### config.mk
export PLATFORM = sky130hd
export DESIGN_NAME = calc_sequencer_flat
export DESIGN_NICKNAME = d
export VERILOG_FILES = /design/src/rtl/calc_pkg.sv /design/src/rtl/calc_if.sv /design/src/rtl/calc_watchdog.sv /design/src/rtl/calc_sequencer.sv /design/src/flat_wrapper.sv
export SDC_FILE = /design/constraint.sdc
export NUM_CORES = 1
export LEC_CHECK = 0
export BUFFER_PORTS_ARGS = -buffer_cell sky130_fd_sc_hd__clkbuf_2
export CORE_UTILIZATION = 34
export DETAILED_ROUTE_END_ITERATION = 8
export HOLD_SLACK_MARGIN = 0.1
export PLACE_DENSITY = 0.63
export SETUP_SLACK_MARGIN = 0.3
export SLEW_MARGIN = 0
export SYNTH_ARGS = -nofsm -noshare
export SYNTH_HDL_FRONTEND = slang
export SYNTH_SLANG_ARGS = --single-unit
### constraint.sdc
create_clock -name clk -period 1.5 [get_ports clk]
set_input_delay 0.075 -clock clk [delete_from_list [all_inputs] [get_ports clk]]
set_output_delay 0.075 -clock clk [all_outputs]
set_load 0.05 [all_outputs]
### src/rtl/calc_pkg.sv
// Shared definitions for the 8-bit two-function calculator:
// sequencer state encoding, keypad codes and the default ALU watchdog limit.
package calc_pkg;

    typedef enum logic [2:0] {
        S_IDLE   = 3'd0,
        S_GOT_A  = 3'd1,
        S_GOT_OP = 3'd2,
        S_GOT_B  = 3'd3,
        S_EXEC   = 3'd4,
        S_WAIT   = 3'd5,
        S_SHOW   = 3'd6,
        S_ERR    = 3'd7
    } state_t;

    localparam logic [3:0] KEY_ADD = 4'hA;
    localparam logic [3:0] KEY_SUB = 4'hB;
    localparam logic [3:0] KEY_CLR = 4'hC;
    localparam logic [3:0] KEY_ENT = 4'hE;
    localparam logic [3:0] KEY_EQ  = 4'hF;

    localparam int unsigned ALU_TIMEOUT_DEFAULT = 15;

endpackage

### src/rtl/calc_if.sv
// ALU request/response bundle between the calculator sequencer and the ALU.
// master: drives alu_start/alu_a/alu_b/alu_sub, receives alu_done/alu_result/alu_ovf.
// slave : the ALU side of the same handshake.
interface calc_if;

    logic       alu_start;
    logic [7:0] alu_a;
    logic [7:0] alu_b;
    logic       alu_sub;
    logic       alu_done;
    logic [7:0] alu_result;
    logic       alu_ovf;

    modport master (
        output alu_start, alu_a, alu_b, alu_sub,
        input  alu_done, alu_result, alu_ovf
    );

    modport slave (
        input  alu_start, alu_a, alu_b, alu_sub,
        output alu_done, alu_result, alu_ovf
    );

endinterface

### src/rtl/calc_watchdog.sv
// Timeout counter guarding the ALU handshake.
// Ports: clk, reset (sync, active-low), clear (zero the count), enable (count
// this cycle), expired (this enabled cycle is the ALU_TIMEOUT-th one).
module calc_watchdog #(
    parameter int unsigned ALU_TIMEOUT = 15
) (
    input  logic clk,
    input  logic reset,
    input  logic clear,
    input  logic enable,
    output logic expired
);

    localparam logic [7:0] LAST = 8'(ALU_TIMEOUT - 1);

    logic [7:0] count;

    // Saturates so a stuck enable can never wrap back below LAST.
    always_ff @(posedge clk) begin
        if (!reset) begin
            count <= '0;
        end else if (clear) begin
            count <= '0;
        end else if (enable && count != 8'hFF) begin
            count <= count + 8'd1;
        end
    end

    // count holds the number of earlier idle cycles, so the current one
    // is the last allowed when count has reached ALU_TIMEOUT-1.
    assign expired = enable && (count == LAST);

endmodule

### src/rtl/calc_sequencer.sv
// Calculator sequencer: collects A, operator and B from keypad strobes, runs
// one add/subtract on the external ALU via start/done, holds and chains results.
// Ports: clk, reset (sync, active-low), key_valid/key_code/operand (keypad),
// alu (ALU handshake, master side), result/overflow (display), busy, error, state.
module calc_sequencer
    import calc_pkg::*;
#(
    parameter int unsigned ALU_TIMEOUT = ALU_TIMEOUT_DEFAULT
) (
    input  logic       clk,
    input  logic       reset,
    input  logic       key_valid,
    input  logic [3:0] key_code,
    input  logic [7:0] operand,
    calc_if.master     alu,
    output logic [7:0] result,
    output logic       overflow,
    output logic       busy,
    output logic       error,
    output logic [2:0] state
);

    state_t     st, nxt;
    logic [7:0] a_q, a_n;
    logic [7:0] b_q, b_n;
    logic [7:0] res_q, res_n;
    logic       sub_q, sub_n;
    logic       ovf_q, ovf_n;
    logic       start_q, busy_q, err_q;

    logic k_add, k_sub, k_clr, k_ent, k_eq, k_op;
    logic wd_clear, wd_enable, wd_expired;

    always_comb begin
        k_add = 1'b0;
        k_sub = 1'b0;
        k_clr = 1'b0;
        k_ent = 1'b0;
        k_eq  = 1'b0;
        if (key_valid) begin
            unique case (key_code)
                KEY_ADD: k_add = 1'b1;
                KEY_SUB: k_sub = 1'b1;
                KEY_CLR: k_clr = 1'b1;
                KEY_ENT: k_ent = 1'b1;
                KEY_EQ:  k_eq  = 1'b1;
                default: ;
            endcase
        end
    end

    assign k_op = k_add | k_sub;

    // Count only idle WAIT cycles; a done in the final cycle still wins.
    assign wd_clear  = (st == S_EXEC) || k_clr;
    assign wd_enable = (st == S_WAIT) && !alu.alu_done;

    calc_watchdog #(
        .ALU_TIMEOUT(ALU_TIMEOUT)
    ) u_watchdog (
        .clk    (clk),
        .reset  (reset),
        .clear  (wd_clear),
        .enable (wd_enable),
        .expired(wd_expired)
    );

    always_comb begin
        nxt   = st;
        a_n   = a_q;
        b_n   = b_q;
        sub_n = sub_q;
        res_n = res_q;
        ovf_n = ovf_q;
        if (k_clr) begin
            nxt   = S_IDLE;
            a_n   = '0;
            b_n   = '0;
            sub_n = 1'b0;
            res_n = '0;
            ovf_n = 1'b0;
        end else begin
            unique case (st)
                S_IDLE: begin
                    if (k_ent) begin
                        a_n = operand;
                        nxt = S_GOT_A;
                    end
                end
                S_GOT_A: begin
                    if (k_op) begin
                        sub_n = k_sub;
                        nxt   = S_GOT_OP;
                    end else if (k_ent) begin
                        a_n = operand;
                    end
                end
                S_GOT_OP: begin
                    if (k_ent) begin
                        b_n = operand;
                        nxt = S_GOT_B;
                    end else if (k_op) begin
                        sub_n = k_sub;
                    end
                end
                S_GOT_B: begin
                    if (k_eq) begin
                        nxt = S_EXEC;
                    end else if (k_ent) begin
                        b_n = operand;
                    end
                end
                S_EXEC: begin
                    nxt = S_WAIT;
                end
                S_WAIT: begin
                    if (alu.alu_done) begin
                        res_n = alu.alu_result;
                        ovf_n = alu.alu_ovf;
                        nxt   = S_SHOW;
                    end else if (wd_expired) begin
                        nxt = S_ERR;
                    end
                end
                S_SHOW: begin
                    if (k_op) begin
                        a_n   = res_q;
                        sub_n = k_sub;
                        nxt   = S_GOT_OP;
                    end else if (k_ent) begin
                        a_n = operand;
                        nxt = S_GOT_A;
                    end else if (k_eq) begin
                        a_n = res_q;
                        nxt = S_EXEC;
                    end
                end
                S_ERR: begin
                    nxt = S_ERR;
                end
                default: begin
                    nxt = S_IDLE;
                end
            endcase
        end
    end

    // Status outputs are decoded from the next state so they are
    // registered yet line up with the state they describe.
    always_ff @(posedge clk) begin
        if (!reset) begin
            st      <= S_IDLE;
            a_q     <= '0;
            b_q     <= '0;
            sub_q   <= 1'b0;
            res_q   <= '0;
            ovf_q   <= 1'b0;
            start_q <= 1'b0;
            busy_q  <= 1'b0;
            err_q   <= 1'b0;
        end else begin
            st      <= nxt;
            a_q     <= a_n;
            b_q     <= b_n;
            sub_q   <= sub_n;
            res_q   <= res_n;
            ovf_q   <= ovf_n;
            start_q <= (nxt == S_EXEC);
            busy_q  <= (nxt == S_EXEC) || (nxt == S_WAIT);
            err_q   <= (nxt == S_ERR);
        end
    end

    assign alu.alu_start = start_q;
    assign alu.alu_a     = a_q;
    assign alu.alu_b     = b_q;
    assign alu.alu_sub   = sub_q;
    assign result        = res_q;
    assign overflow      = ovf_q;
    assign busy          = busy_q;
    assign error         = err_q;
    assign state         = st;

endmodule

### src/flat_wrapper.sv
// flat-port wrapper written by rule: the top's interface ports become plain ports
module calc_sequencer_flat import calc_pkg::*;
#(
    parameter int unsigned ALU_TIMEOUT = ALU_TIMEOUT_DEFAULT
)
  (clk, reset, key_valid, key_code, operand, result, overflow, busy, error, state, alu_alu_start, alu_alu_a, alu_alu_b, alu_alu_sub, alu_alu_done, alu_alu_result, alu_alu_ovf);
  calc_if alu_i ();
  input  logic clk;
  input  logic reset;
  input  logic key_valid;
  input  logic [3:0] key_code;
  input  logic [7:0] operand;
  output logic [7:0] result;
  output logic overflow;
  output logic busy;
  output logic error;
  output logic [2:0] state;
  output wire logic [$bits(alu_i.alu_start)-1:0] alu_alu_start;
  output wire logic [$bits(alu_i.alu_a)-1:0] alu_alu_a;
  output wire logic [$bits(alu_i.alu_b)-1:0] alu_alu_b;
  output wire logic [$bits(alu_i.alu_sub)-1:0] alu_alu_sub;
  input wire logic [$bits(alu_i.alu_done)-1:0] alu_alu_done;
  input wire logic [$bits(alu_i.alu_result)-1:0] alu_alu_result;
  input wire logic [$bits(alu_i.alu_ovf)-1:0] alu_alu_ovf;
  assign alu_alu_start = alu_i.alu_start;
  assign alu_alu_a = alu_i.alu_a;
  assign alu_alu_b = alu_i.alu_b;
  assign alu_alu_sub = alu_i.alu_sub;
  assign alu_i.alu_done = alu_alu_done;
  assign alu_i.alu_result = alu_alu_result;
  assign alu_i.alu_ovf = alu_alu_ovf;
  calc_sequencer #(.ALU_TIMEOUT(ALU_TIMEOUT)) u_core (.clk(clk), .reset(reset), .key_valid(key_valid), .key_code(key_code), .operand(operand), .alu(alu_i), .result(result), .overflow(overflow), .busy(busy), .error(error), .state(state));
endmodule
After elaboration in Yosys (flattened, before gate mapping). Index checks and enable logic that the tools add are counted. Widths: inputs -> output; s select.

Register bits: 40. Input port bits: 25.

Eq/ne operators: 21. Mux-type cells: 32. Reductions and logical operators: 17. Bitwise gates (word level): 2. Add/subtract/negate cells: 1.

Operators with widths (count): $mux 8 (7); $mux 3 (9); $pmux 3 s8 (1); $pmux 8 s3 (1); $eq 3x3->1 const B (7); $eq 4x4->1 const B (5); $pmux 8 s2 (1); $mux 1 (12); $add 8x1->8 const B (1); $eq 8x4->1 const B (1); $ne 8x8->1 const B (1); $eq 3x2->1 const B (2); $ne 2x2->1 const B (3); $reduce_and 2->1 (3); $reduce_or 2->1 (3); $ne 4x1->1 const B (1); $reduce_bool 2->1 (2); $eq 3x1->1 const B (1); $logic_and 1x1->1 (3); $logic_not 3->1 (1); $reduce_and 3->1 (1); $reduce_bool 3->1 (1); $logic_or 1x1->1 (2); $pmux 1 s2 (1); 3 further kinds (3).

Longest topological paths before layout.
Word-level depth: 10. Gate-level depth with buffers: 7.

By module. A second synthesis with hierarchy kept.

Cells, all modules: 219. Area, all modules: 2045.7 µm².

By module, submodules not included: calc_sequencer (seq. area each 640.6 µm², instances 1, area an instance 1586.5 µm², cells an instance 163); calc_watchdog (seq. area each 160.2 µm², instances 1, area an instance 459.2 µm², cells an instance 56).

Least setup slack after synthesis. OpenSTA, ideal clock, no wires.

Path type: flip-flop to flip-flop. Start: register u_core.st[1] (netlist: u_core.state[1]). End: register u_core.b_q[0] (netlist: u_core.alu.alu_b[0]). Arrival: 1675 ps. Path buffers: 1. Path slack: -292 ps. Library setup time: 117 ps. Period minus slack after synthesis: 1792 ps. Cell stages (with the launch flop): 6. Cells stage by stage: dfxtp_1 clkbuf_1 nand2b_1 nor3_4 mux2i_1 nor2_1.

Longest elaborated chain between the ends: 3.

Ends and longest elaborated chain: start: declaration (line calc_sequencer.sv:23) `state_t st, nxt;`; start signal: assignment (line calc_sequencer.sv:162) `st <= nxt;`; $eq 3x2->1 (line calc_sequencer.sv:83) `unique case (st)`; $ne 2x2->1 (no source line) / $reduce_bool 2->1 (equally long branches); $reduce_and 2->1 (no source line); end signal: assignment (line calc_sequencer.sv:164) `b_q <= b_n;`; end: declaration (line calc_sequencer.sv:25) `logic [7:0] b_q, b_n;`.

Several ways; a longest one is shown, not always the timed one. A chain may end at the register's enable or synchronous reset.

Worst setup path after layout.
Start: register u_core.st[1] (netlist: u_core.state[1]). End: register u_core.a_q[6] (netlist: u_core.alu.alu_a[6]).

Longest elaborated chain between the ends: 3.

Ends and longest elaborated chain: $eq 3x3->1 (tied with other cells) (line calc_sequencer.sv:83); $ne 4x1->1 (no source line) (tied with other cells); $reduce_and 3->1 (no source line); end signal: assignment (line calc_sequencer.sv:163) `a_q <= a_n;`; end: declaration (line calc_sequencer.sv:24) `logic [7:0] a_q, a_n;`.

Several ways; a longest one is shown, not always the timed one.

==> metrics list <==
- Once detailed placement completed, the half-perimeter wirelength came to 3200 um.
- Delay of the slowest critical-path stage: 0.49 ns
- Of the total power, registers draw 0.526.
* Number of buffers inserted during clock tree synthesis: 5
- Count of antenna diodes in the layout: 0
- Remaining Overflow, GRT: 0
- Commonest non-fill, non-tap cells in the layout: 55 x clkbuf_2, 34 x nand2_1, 32 x dfxtp_1
- At the placement stage, the worst setup path has a slack of 0.0287 ns.
- Of the cells placed in the final design, the portion with a size suffix greater than 1 is 0.487.
- In this run the power density over the cells is 683 nW/um2.
- Yosys attributes the largest share of cell area to dfxtp_1 44%, nand2_1 8.6%, nor2_1 5.3%.
* Initial antenna violation count: 0
- Synthesis inferred 40 register bits.
- In the final design database the tool counted 342 nets.
* Synthesized area per cell: 8.61 um2
- Total negative slack: 0 ns
- In this run, distinct cell masters in the synthesized netlist total 41.
* Crit-path cells: or4_4, o21ai_4, buf_12, buf_4, a31oi_2
- Clock-pin slew of the registers on the worst-case setup and hold paths: 0.08 ns
- Setup violations remaining at the end of the flow were counted as 0.
- The number of pins exceeding their max-slew limit in the final report was 0.
- Via-to-Cell Ratio: 4.81
* Type of element launching the critical path: flip-flop
- Clock net sink count: 40
- First-pass iteration count of the detailed router: 4
- Fraction of power consumed by the clock network: 0.371
- STA classifies the critical path endpoint as a flip-flop.
- The root buffer cell chosen for the clock tree is clkbuf_8.
- The count of buffers added on input and output ports is 56.
- Share of power burned in combinational logic: 0.103
- After floorplanning, the core was divided into 26 placement rows.
- Internal power comes to 1.53 mW.
* Worst relative slew slack: 0.806
- Arrival time of the worst setup path: 1.60 ns
- Net count after synthesis: 240
- From bottom edge to top edge, the die measures 75.5 um.
- On the critical path, the stage with the largest delay is an instance of or4_4.
* Most common cell after layout, fill and taps aside: clkbuf_2
- Number of routed nets with antenna violations: 0
* Top_reg_cell synth: dfxtp_1
- STA puts the critical path data required time at 1.69 ns.
- The core region is 5140 um2.
- Die ar.: 5690 um2
- Maximum number of pins on one net before global-route repair: 19
- Yosys synthesis warning count: 0
- The area growth from synthesis to layout is 61.7%.
* Setup clock skew after layout: 0.00879 ns
- The initial utilization of the core area, before any placement, comes to 0.357.
- After synthesis, the share of flip-flops with an asynchronous set or reset is 0.
- Count of flip-flops with a built-in enable after synthesis: 0
- DRC errors left: 0
* Number of standard cells after synthesis: 213
* Tot GR Track Use: 0.184
* Setup WS post-layout: 0.0835 ns
* CTS tree: yes
* Final period utilization: 0.944
- Hold Vio Cnt, Final: 0
- In this run the deepest clock path goes through 2 buffers.
- Maximum operating frequency: 706 MHz
* Netlist Area Pre-Place: 1830 um2
* CTS H-tree depth: 2
* Max-capacitance violation count: 0
- Outcome: finished, final reports clean
- Largest voltage drop on the vdd net: 0.000428 V
- Top-area cell type share of the netlist area: 0.437
- Switching Fraction: 0.244
- RD Place Congestion: 0.810
- Setup repair after global routing could not meet its margin everywhere.
- Summed over all nets, the switching power comes to 494 uW.
* Path class of the lowest-slack min-delay path: in2reg
* Routed wire length: 5090 um
- Detailed-route via count: 1858
- The die is 75.5 um wide.
- Min Tclk post-route: 1.42 ns
- The via count of the first global-routing pass is 1768.
- After detailed routing, the average wire length per cell comes to 13.2 um.
- I/O pin cnt: 57
* Wire length of the first global-routing pass: 7990 um
- For this design the static power due to leakage is 1.23 nW.
- At the later pin of the worst-skew pair, clock insertion delay measures 0.29 ns.
- Worst Tran Pin Value: 0.292 ns
- Of the synthesized area, sequential elements account for 0.437.
- Crit-path max FO: 8
- Hold timing on the final database bottoms out at a slack of 0.147 ns.
* Largest area contributor in the netlist: dfxtp_1
- The worst setup path is of the reg2reg kind.
- Drt initial violations: 121
==> cell usage after synthesis (2+ instances only) <==
cell type  count
nand4_1        5
a211oi_1       2
nor2_1        26
nand2_1       42
xnor2_1        3
o21a_1         3
a31oi_1        6
nand3_1        4
o211ai_1       3
o21ai_0        8
a21oi_1       11
and3_1         5
buf_2          5
dfxtp_1       40
ha_1           2
clkbuf_1       2
o21ai_2        4
mux2i_1        9
xor2_1         4
nor3_1         2
nand2b_1       3
inv_1          2
nor2b_1        2
a31oi_2        2
o221ai_1       2
==> per-stage QoR <==
| step | power, mW | cell area (um2) | cells | util |
|---|---|---|---|---|
| after global placement | 1.24 | 2290 | 342 | 0.445 |
| after global routing | 2.12 | 2970 | 386 | 0.577 |
| after CTS | 2.02 | 2750 | 380 | 0.536 |
| after floorplan | 1.17 | 1870 | 213 | - |
| final | 2.02 | 2970 | 386 | 0.577 |
| after detailed placement | 1.24 | 2290 | 342 | 0.445 |
==> flip-flops by register name, summed over array words and instances (netlist names) <==
signal                   flops
u_core.alu.alu_a             8
u_core.alu.alu_b             8
u_core.alu.alu_start         1
u_core.alu.alu_sub           1
u_core.busy                  1
u_core.error                 1
u_core.overflow              1
u_core.result                8
u_core.state                 3
u_core.u_watchdog.count      8
==> logic make-up after synthesis <==
| family | after synthesis | synth area share |
|---|---|---|
| AND/OR/NAND/NOR | 99 | 0.265 |
| AO/OA/AOI/OAI | 43 | 0.162 |
| flip-flops | 40 | 0.437 |
| buffers and inverters | 13 | 0.0409 |
| multiplexers | 9 | 0.0491 |
| XOR/XNOR | 7 | 0.0334 |
| adder cells (fa/ha/maj) | 2 | 0.0136 |
==> final timing paths <==
| check | to | slack, ns | cells after the start | start |
|---|---|---|---|---|
| worst max-delay path | u_core.alu.alu_a[6] | 0.08 | 5 | u_core.state[1] |
| worst min-delay path | u_core.alu.alu_sub | 0.15 | 3 | key_code[0] |
| worst max register to register | u_core.alu.alu_a[6] | 0.08 | 5 | u_core.state[1] |
| worst min register to register | u_core.overflow | 0.47 | 2 | u_core.overflow |
==> layout make-up <==
type                    instances  area [um2]
clock buffers                   6        82.6
clock inverters                 2        12.5
fillers                       480        2170
inverters                       3        13.8
multi-input cells             160        1170
flip-flops and latches         40         823
well taps                      70        87.6
repair buffers                105         777
==> power groups by stage <==
| stage | sequential [mW] | clock (mW) | combinational (mW) |
|---|---|---|---|
| 3_5_place_dp | 1.09 | 0 | 0.152 |
| 5_1_grt | 1.07 | 0.826 | 0.225 |
| 2_1_floorplan | 1.11 | 0 | 0.0607 |
| 3_3_place_gp | 1.09 | 0 | 0.152 |
| 6_report | 1.06 | 0.750 | 0.209 |
| 4_1_cts | 1.06 | 0.766 | 0.193 |
==> critical path: cells and delay by family (launching register included) <==
family / cells / cell delay [ns]
simple gates: 1 / 0.49
compound gates: 2 / 0.18
flops: 1 / 0.37
buf+inv: 2 / 0.27
==> routing by layer <==
metal,part of all wire,track usage
met1,0.44,0.230
met2,0.51,0.321
met3,0.030,0.0317
met4,0.019,0.0576
met5,0,0
==> what timing repair did <==
action	4_1_cts	5_1_grt
gates resized for setup	22	45
gates cloned	1	1
hold buffers	18	0
setup endpoints to repair	37	40
setup buffers	11	5
pin swaps	16	26
hold endpoints to repair	27	0
Power figures use the tool's default switching activity.
